`src/rtl/paged_burst_mem_if.sv`:
```
// paged_burst_mem_if
// Bus-slave memory controller for the multiplexed address/data bus. An
// address phase that hits PAGE starts a BURST_LEN-beat read or write burst
// against a synchronous-read memory with RD_LAT cycles of read latency.
//
// Ports:
//   clk            bus clock, all state on the rising edge
//   resetH         synchronous active-high reset
//   AddrValid      address phase strobe
//   rw             1 = read, 0 = write (sampled with AddrValid)
//   AddrData_in    address on the address phase, write data on write beats
//   AddrData_out   read data to the bus (0 while AddrData_oe is low)
//   AddrData_oe    drive enable for AddrData_out
//   mem_Addr       memory word address (0 outside active beats)
//   mem_DataIn     memory write data (0 outside write beats)
//   mem_DataOut    memory read data, valid RD_LAT cycles after mem_rdEn
//   mem_rdEn       memory read strobe
//   mem_wrEn       memory write strobe
//   busy           high whenever the controller is not idle
//
// state | meaning
// IDLE  | waiting for an address phase that hits this page
// WRITE | one write beat per cycle, BURST_LEN cycles
// READ  | one read strobe per cycle, BURST_LEN cycles
// DRAIN | RD_LAT cycles for the last read data to reach the bus
module paged_burst_mem_if #(
    parameter int                 DATA_W    = 16,
    parameter int                 PAGE_W    = 4,
    parameter logic [PAGE_W-1:0]  PAGE      = 4'h2,
    parameter int                 BURST_LEN = 4,
    parameter int                 RD_LAT    = 0,
    parameter int                 WRAP      = 0
) (
    input  logic                       clk,
    input  logic                       resetH,
    input  logic                       AddrValid,
    input  logic                       rw,
    input  logic [DATA_W-1:0]          AddrData_in,
    output logic [DATA_W-1:0]          AddrData_out,
    output logic                       AddrData_oe,
    output logic [DATA_W-PAGE_W-1:0]   mem_Addr,
    output logic [DATA_W-1:0]          mem_DataIn,
    input  logic [DATA_W-1:0]          mem_DataOut,
    output logic                       mem_rdEn,
    output logic                       mem_wrEn,
    output logic                       busy
);

    localparam int OFS_W = DATA_W - PAGE_W;
    localparam int CNT_W = 5;
    localparam logic [OFS_W-1:0] WIN_MASK = OFS_W'(BURST_LEN - 1);

    typedef enum logic [1:0] {IDLE, WRITE, READ, DRAIN} state_t;

    state_t             state_q, state_d;
    logic [CNT_W-1:0]   cnt_q, cnt_d;
    logic [OFS_W-1:0]   base_q, base_d;
    logic               page_hit;
    logic               last_beat;
    logic               drain_done;
    logic [OFS_W-1:0]   lin_addr;
    logic [OFS_W-1:0]   beat_addr;
    logic               rd_oe;

    assign page_hit   = (AddrData_in[DATA_W-1 -: PAGE_W] == PAGE);
    assign last_beat  = (cnt_q == CNT_W'(BURST_LEN - 1));
    assign drain_done = (cnt_q == CNT_W'(RD_LAT - 1));

    // Linear address wraps naturally at 2^OFS_W; wrap mode keeps the
    // BURST_LEN-aligned window of the base and only cycles the low bits.
    assign lin_addr  = base_q + OFS_W'(cnt_q);
    assign beat_addr = (WRAP != 0) ? ((base_q & ~WIN_MASK) | (lin_addr & WIN_MASK))
                                   : lin_addr;

    always_ff @(posedge clk) begin
        if (resetH) begin
            state_q <= IDLE;
            cnt_q   <= '0;
            base_q  <= '0;
        end else begin
            state_q <= state_d;
            cnt_q   <= cnt_d;
            base_q  <= base_d;
        end
    end

    always_comb begin
        state_d    = state_q;
        cnt_d      = cnt_q;
        base_d     = base_q;
        mem_Addr   = '0;
        mem_DataIn = '0;
        mem_rdEn   = 1'b0;
        mem_wrEn   = 1'b0;
        case (state_q)
            IDLE: begin
                if (AddrValid && page_hit) begin
                    base_d  = AddrData_in[OFS_W-1:0];
                    cnt_d   = '0;
                    state_d = rw ? READ : WRITE;
                end
            end
            WRITE: begin
                mem_wrEn   = 1'b1;
                mem_Addr   = beat_addr;
                mem_DataIn = AddrData_in;
                if (last_beat) begin
                    cnt_d   = '0;
                    state_d = IDLE;
                end else begin
                    cnt_d = cnt_q + 1'b1;
                end
            end
            READ: begin
                mem_rdEn = 1'b1;
                mem_Addr = beat_addr;
                if (last_beat) begin
                    cnt_d   = '0;
                    state_d = (RD_LAT > 0) ? DRAIN : IDLE;
                end else begin
                    cnt_d = cnt_q + 1'b1;
                end
            end
            DRAIN: begin
                if (drain_done) begin
                    cnt_d   = '0;
                    state_d = IDLE;
                end else begin
                    cnt_d = cnt_q + 1'b1;
                end
            end
            default: begin
                cnt_d   = '0;
                state_d = IDLE;
            end
        endcase
    end

    // Read-valid tracks mem_rdEn through the memory latency so the bus is
    // driven exactly in the cycles the memory presents read data.
    if (RD_LAT == 0) begin : g_no_lat
        assign rd_oe = mem_rdEn;
    end else begin : g_lat
        logic [RD_LAT-1:0] vld_q;
        always_ff @(posedge clk) begin
            if (resetH) begin
                vld_q <= '0;
            end else begin
                vld_q <= (vld_q << 1) | RD_LAT'(mem_rdEn);
            end
        end
        assign rd_oe = vld_q[RD_LAT-1];
    end

    assign AddrData_oe  = rd_oe;
    assign AddrData_out = rd_oe ? mem_DataOut : '0;
    assign busy         = (state_q != IDLE);

endmodule

```
`config.mk`:
```
export PLATFORM = sky130hd
export DESIGN_NAME = paged_burst_mem_if
export DESIGN_NICKNAME = d
export VERILOG_FILES = /design/src/rtl/paged_burst_mem_if.sv
export SDC_FILE = /design/constraint.sdc
export NUM_CORES = 1
export LEC_CHECK = 0
export ABC_AREA = 1
export BUFFER_PORTS_ARGS = -buffer_cell sky130_fd_sc_hd__buf_4
export CAP_MARGIN = 20
export CORE_ASPECT_RATIO = 2
export CORE_MARGIN = 4
export CORE_UTILIZATION = 50
export CTS_BUF_LIST = sky130_fd_sc_hd__clkbuf_8
export CTS_CLUSTER_DIAMETER = 80
export CTS_CLUSTER_SIZE = 24
export DETAILED_ROUTE_END_ITERATION = 10
export PLACE_DENSITY = 0.95
export SETUP_SLACK_MARGIN = 0.1
export SLEW_MARGIN = 20
export SYNTH_ARGS = -nofsm -noshare
export SYNTH_HDL_FRONTEND = slang
export SYNTH_SLANG_ARGS = --single-unit
```
`constraint.sdc`:
```
create_clock -name clk -period 4.2 [get_ports clk]
set_clock_uncertainty 0.05 [all_clocks]
set_input_delay 0.42 -clock clk [delete_from_list [all_inputs] [get_ports clk]]
set_output_delay 0.42 -clock clk [all_outputs]
set_load 0.02 [all_outputs]
```
* After elaboration in Yosys (flattened, before gate mapping) *
Index checks and enable logic that the tools add are counted.

cells by class
  $add $sub $neg = 2
  eq/ne operators = 9
  muxes and demuxes = 14
  reduce and logical (&&, ||, !) cells = 6

operators by type and width
  operator               number
  $mux W16               2
  $mux W5                3
  $pmux W5 S3            1
  $add A12 B5 Y12        1
  $mux W12               1
  $mux W2                4
  $pmux W2 S3            1
  $add A5 B1 Y5 const B  1
  $eq A5 B2 Y1 const B   1
  $eq A5 B5 Y1 const B   1
  $eq A2 B2 Y1 const B   2
  $eq A4 B2 Y1 const B   1
  $ne A2 B2 Y1 const B   2
  $reduce_and A3 Y1      1
  $eq A2 B1 Y1 const B   1
  $logic_not A2 Y1       1
  $mux W1                2
  $ne A2 B1 Y1 const B   1
  $reduce_and A2 Y1      1
  $reduce_bool A2 Y1     1
  $reduce_or A2 Y1       1
  $logic_and A1 B1 Y1    1

storage, ports and cells
  bits in registers = 19
  input bits = 36
  word-level logic and storage cells = 34

* Longest topological paths before layout *
  depth in word-level cells = 4
  mapped depth = 9

* Worst setup path before layout *
OpenSTA, ideal clock, no wires.

  path type = reg-to-output
  from = register cnt_q[0]
  to = output mem_Addr[4]
  arrival time = 1.689 ns
  setup slack = 2.041 ns
  stages on the path, launching flop included = 7
  buffers on the path = 0
  cells stage by stage = dfxtp_1 -> ha_1 -> fa_1 -> nand2_1 -> nand2_1 -> and3_1 -> nor3_1

between the ends
  word-level cells in the longest chain between the ends = 2

RTL lines
  what                    line  text
  start, declared         56    logic [CNT_W-1:0] cnt_q, cnt_d;
  start signal, assigned  82    cnt_q <= cnt_d;
  $add A12 B5 Y12         71    assign lin_addr = base_q + OFS_W'(cnt_q);
  $mux W12                95    case (state_q)
  end, declared           41    output logic [DATA_W-PAGE_W-1:0] mem_Addr,

No other way between the ends.

* Final worst setup path *
  from = register cnt_q[0]
  to = output mem_Addr[10]

Same word-level chain as after synthesis.

==> results by group <==
CTS
  • CTS tree: done
  • # hold bufs at CTS: 0
  • Post-cts resize count: 0
  • CTS clk-pin slew, worst paths: 0.07 ns
  • Clk buf depth: 2
  • Htree depth: 1
  • Clk_lat worst skew: 0.26 ns
  • Clk sink count: 19
  • CTS root buffer: clkbuf_8
  • Post-CTS Setup Bufs: 0
  • Total CTS buffers: 3

Timing
  • Crit path time final: 2.562 ns
  • Max Slew Vio Count: 0
  • Tcrit/Tclk final: 61.00%
  • Setup TNS: 0 ns
  • Final hold vios: 0
  • FMAX: 0.3903 GHz
  • Unrepaired setup endpoints after global routing: no
  • Post-route worst setup slack: 1.638 ns
  • Slew headroom: 61.54%
  • Worst-Margin Slew: 0.5768 ns
  • Final setup viols: 0

Setup path
  • Crit. End Element: output pin
  • WP data required: 3.73 ns
  • CP max FO: 5
  • Sequence of cells on the critical path: ha_1 > fa_1 > nand2_1 > nand2_1 > nand3b_1 > nand2_2 > nand3_1 > nand2_1 > nor2_1 > buf_4
  • Critical Path Max Stage Delay: 0.42 ns
  • Crit Path Class: reg2out
  • Crit start category: flop
  • WP data arrival: 2.09 ns
  • Most common cell on crit path: nand2_1
  • Critical-path top delay cell: fa_1

Global routing
  • Overall global routing resource usage: 23.27%
  • Total congestion overflow: 0
  • First-pass GRT wire length: 7314 um
  • Antenna violations before repair: 0
  • Largest net degree at the start of global routing: 20
  • Number of global-route vias before repair: 1858

Routing
  • Vias/cell: 5.053
  • DRT iter0 DRCs: 44
  • First-pass DRT Iterations: 4
  • Antenna viol nets, final: 0
  • Via Count: 1900
  • Detailed Route WL: 4558 um
  • DR DRC count: 0
  • WL per Instance: 12.12 um

Floorplan
  • Die area: 4155 um^2
  • IO Pins: 84
  • Initial cell density of the core: 52.73%
  • FP Rows: 28
  • Die height: 87.25 um
  • Core region area: 2978 um^2
  • Die X-Extent: 47.63 um

Cells and area
  • FILL cells: 232
  • Fraction of layout cells with a size suffix above 1: 26.88%
  • Design area: 2232 um^2
  • Area of the multi-input gates: 925.9 um^2
  • Ant. Diodes: 0
  • Non-Filler Instances: 376
  • Area Overhead vs Synth: 42.15%
  • Register area: 380.4 um^2
  • Nets: 395

Synthesis
  • Sequential share of the synthesized area: 24.22%
  • Async SR Flop Fraction: 0%
  • Yosys warnings: 0
  • Mean Syn Cell Area: 5.881 um^2
  • Ys flop type: dfxtp_1
  • EDFF count, synth: 0
  • Synth Net Count: 315
  • Cell Area, Synth: 1570 um^2
  • Syn Inst Count: 267
  • Netlist cell types: 24
  • #FFs+latches synth: 19

Hold path
  • Hold crit path type: in2reg

Place
  • PortBufs: 83
  • Placer Congestion: 0.8278
  • Post-placement cell count: 372
  • Dpl ws: 1.938 ns
  • Placed Instance Area: 2186 um^2
  • HPWL after DPL: 3776 um

Power
  • LEAKAGE: 1.352 nW
  • Power density over the cells: 166.6 nW/um^2
  • Peak supply drop: 0.2507 mV

Status
  • Status: complete, no violations

Flow run
  • Max Cap Viol: 0
-- metrics by stage --
stage	util [%]	hold WS (ns)	total power (W)
4_1_cts	74.96	0.3720	0.0003692
2_1_floorplan	-	0.3972	0.0002094
5_1_grt	74.96	0.3831	0.0003836
3_5_place_dp	73.40	0.4144	0.0002452
6_report	74.96	0.3668	0.0003719
3_3_place_gp	73.40	0.4137	0.0002436
-- metal layers --
metal  track usage, %  wire [um]  vias to the layer above  part of all wire, %
li1                 -          -                      971                    -
met1            22.48       1485                      859                   33
met2            44.87       2736                       64                   60
met3            2.277        263                        6                  5.8
met4            10.05         72                        0                  1.6
met5                0          0                        -                    0
-- final cells by class --
cell class | instances | share of cell area [%]
Clock buffer | 3 | 1.850
Sequential cell | 19 | 17.04
Tap cell | 30 | 1.682
Inverter | 57 | 9.809
Clock inverter | 1 | 0.2242
Multi-Input combinational cell | 183 | 41.48
Timing Repair Buffer | 83 | 27.91
-- sequential cells by signal, indices dropped and copies added (netlist names) --
register  flops
state_q       2
cnt_q         5
base_q       12
-- placed cells by master, fill, tap and decap left out, drive strengths merged --
master / n
nand2: 84
buf: 83
inv: 56
a21oi: 31
nor2: 20
dfxtp: 19
nand3: 18
ha: 11
o21ai: 9
nor3: 4
clkbuf: 3
clkinv: 2
or2: 1
nand3b: 1
and3: 1
nand4: 1
xor2: 1
fa: 1
-- cell families after synthesis --
| logic type | Yosys count | share of synthesized area [%] |
|---|---|---|
| AND/OR/NAND/NOR | 130 | 35.62 |
| buffers and inverters | 65 | 16.81 |
| AO/OA/AOI/OAI | 40 | 12.75 |
| flip-flops | 19 | 24.22 |
| adder cells (fa/ha/maj) | 12 | 10.04 |
| XOR/XNOR | 1 | 0.5579 |
-- synth_stat cells, types with 3 or more instances --
cell type,instances,share of area [%]
nor3_1,3,0.96
o21ai_0,9,2.9
buf_2,3,0.96
dfxtp_1,19,24
clkbuf_1,3,0.72
nand2_1,83,20
inv_1,56,13
nor2_1,18,4.3
a21oi_1,31,9.9
nand3_1,18,5.7
ha_1,11,8.8
-- worst max-delay path, delay by kind of cell (launching register included) --
kind | cells | cell delay (ns)
adder cells (fa/ha/maj) | 2 | 0.69
flip-flops | 1 | 0.36
AND/OR/NAND/NOR | 7 | 0.65
buffers and inverters | 1 | 0.14
-- path summary, 6_finish.rpt --
path	start	to	slack (ns)	cells past startpoint
worst max-delay path	cnt_q[0]$_SDFFE_PP0P_	mem_Addr[10]	1.64	10
worst min-delay path	AddrData_in[1]	base_q[1]$_SDFFE_PP0P_	0.37	3
worst max register to register	state_q[0]$_SDFFE_PP0P_	cnt_q[3]$_SDFFE_PP0P_	2.48	6
worst min register to register	base_q[0]$_SDFFE_PP0P_	base_q[0]$_SDFFE_PP0P_	0.43	2
-- power breakdown --
group	total [W]	switching [W]	internal, W
clock	0.000131	0.0000646	0.0000662
sequential	0.000184	0.00000168	0.000182
combinational	0.0000572	0.0000272	0.0000299
total	0.000372	0.0000935	0.000278
Note: power is estimated with default switching activity, not from simulation.
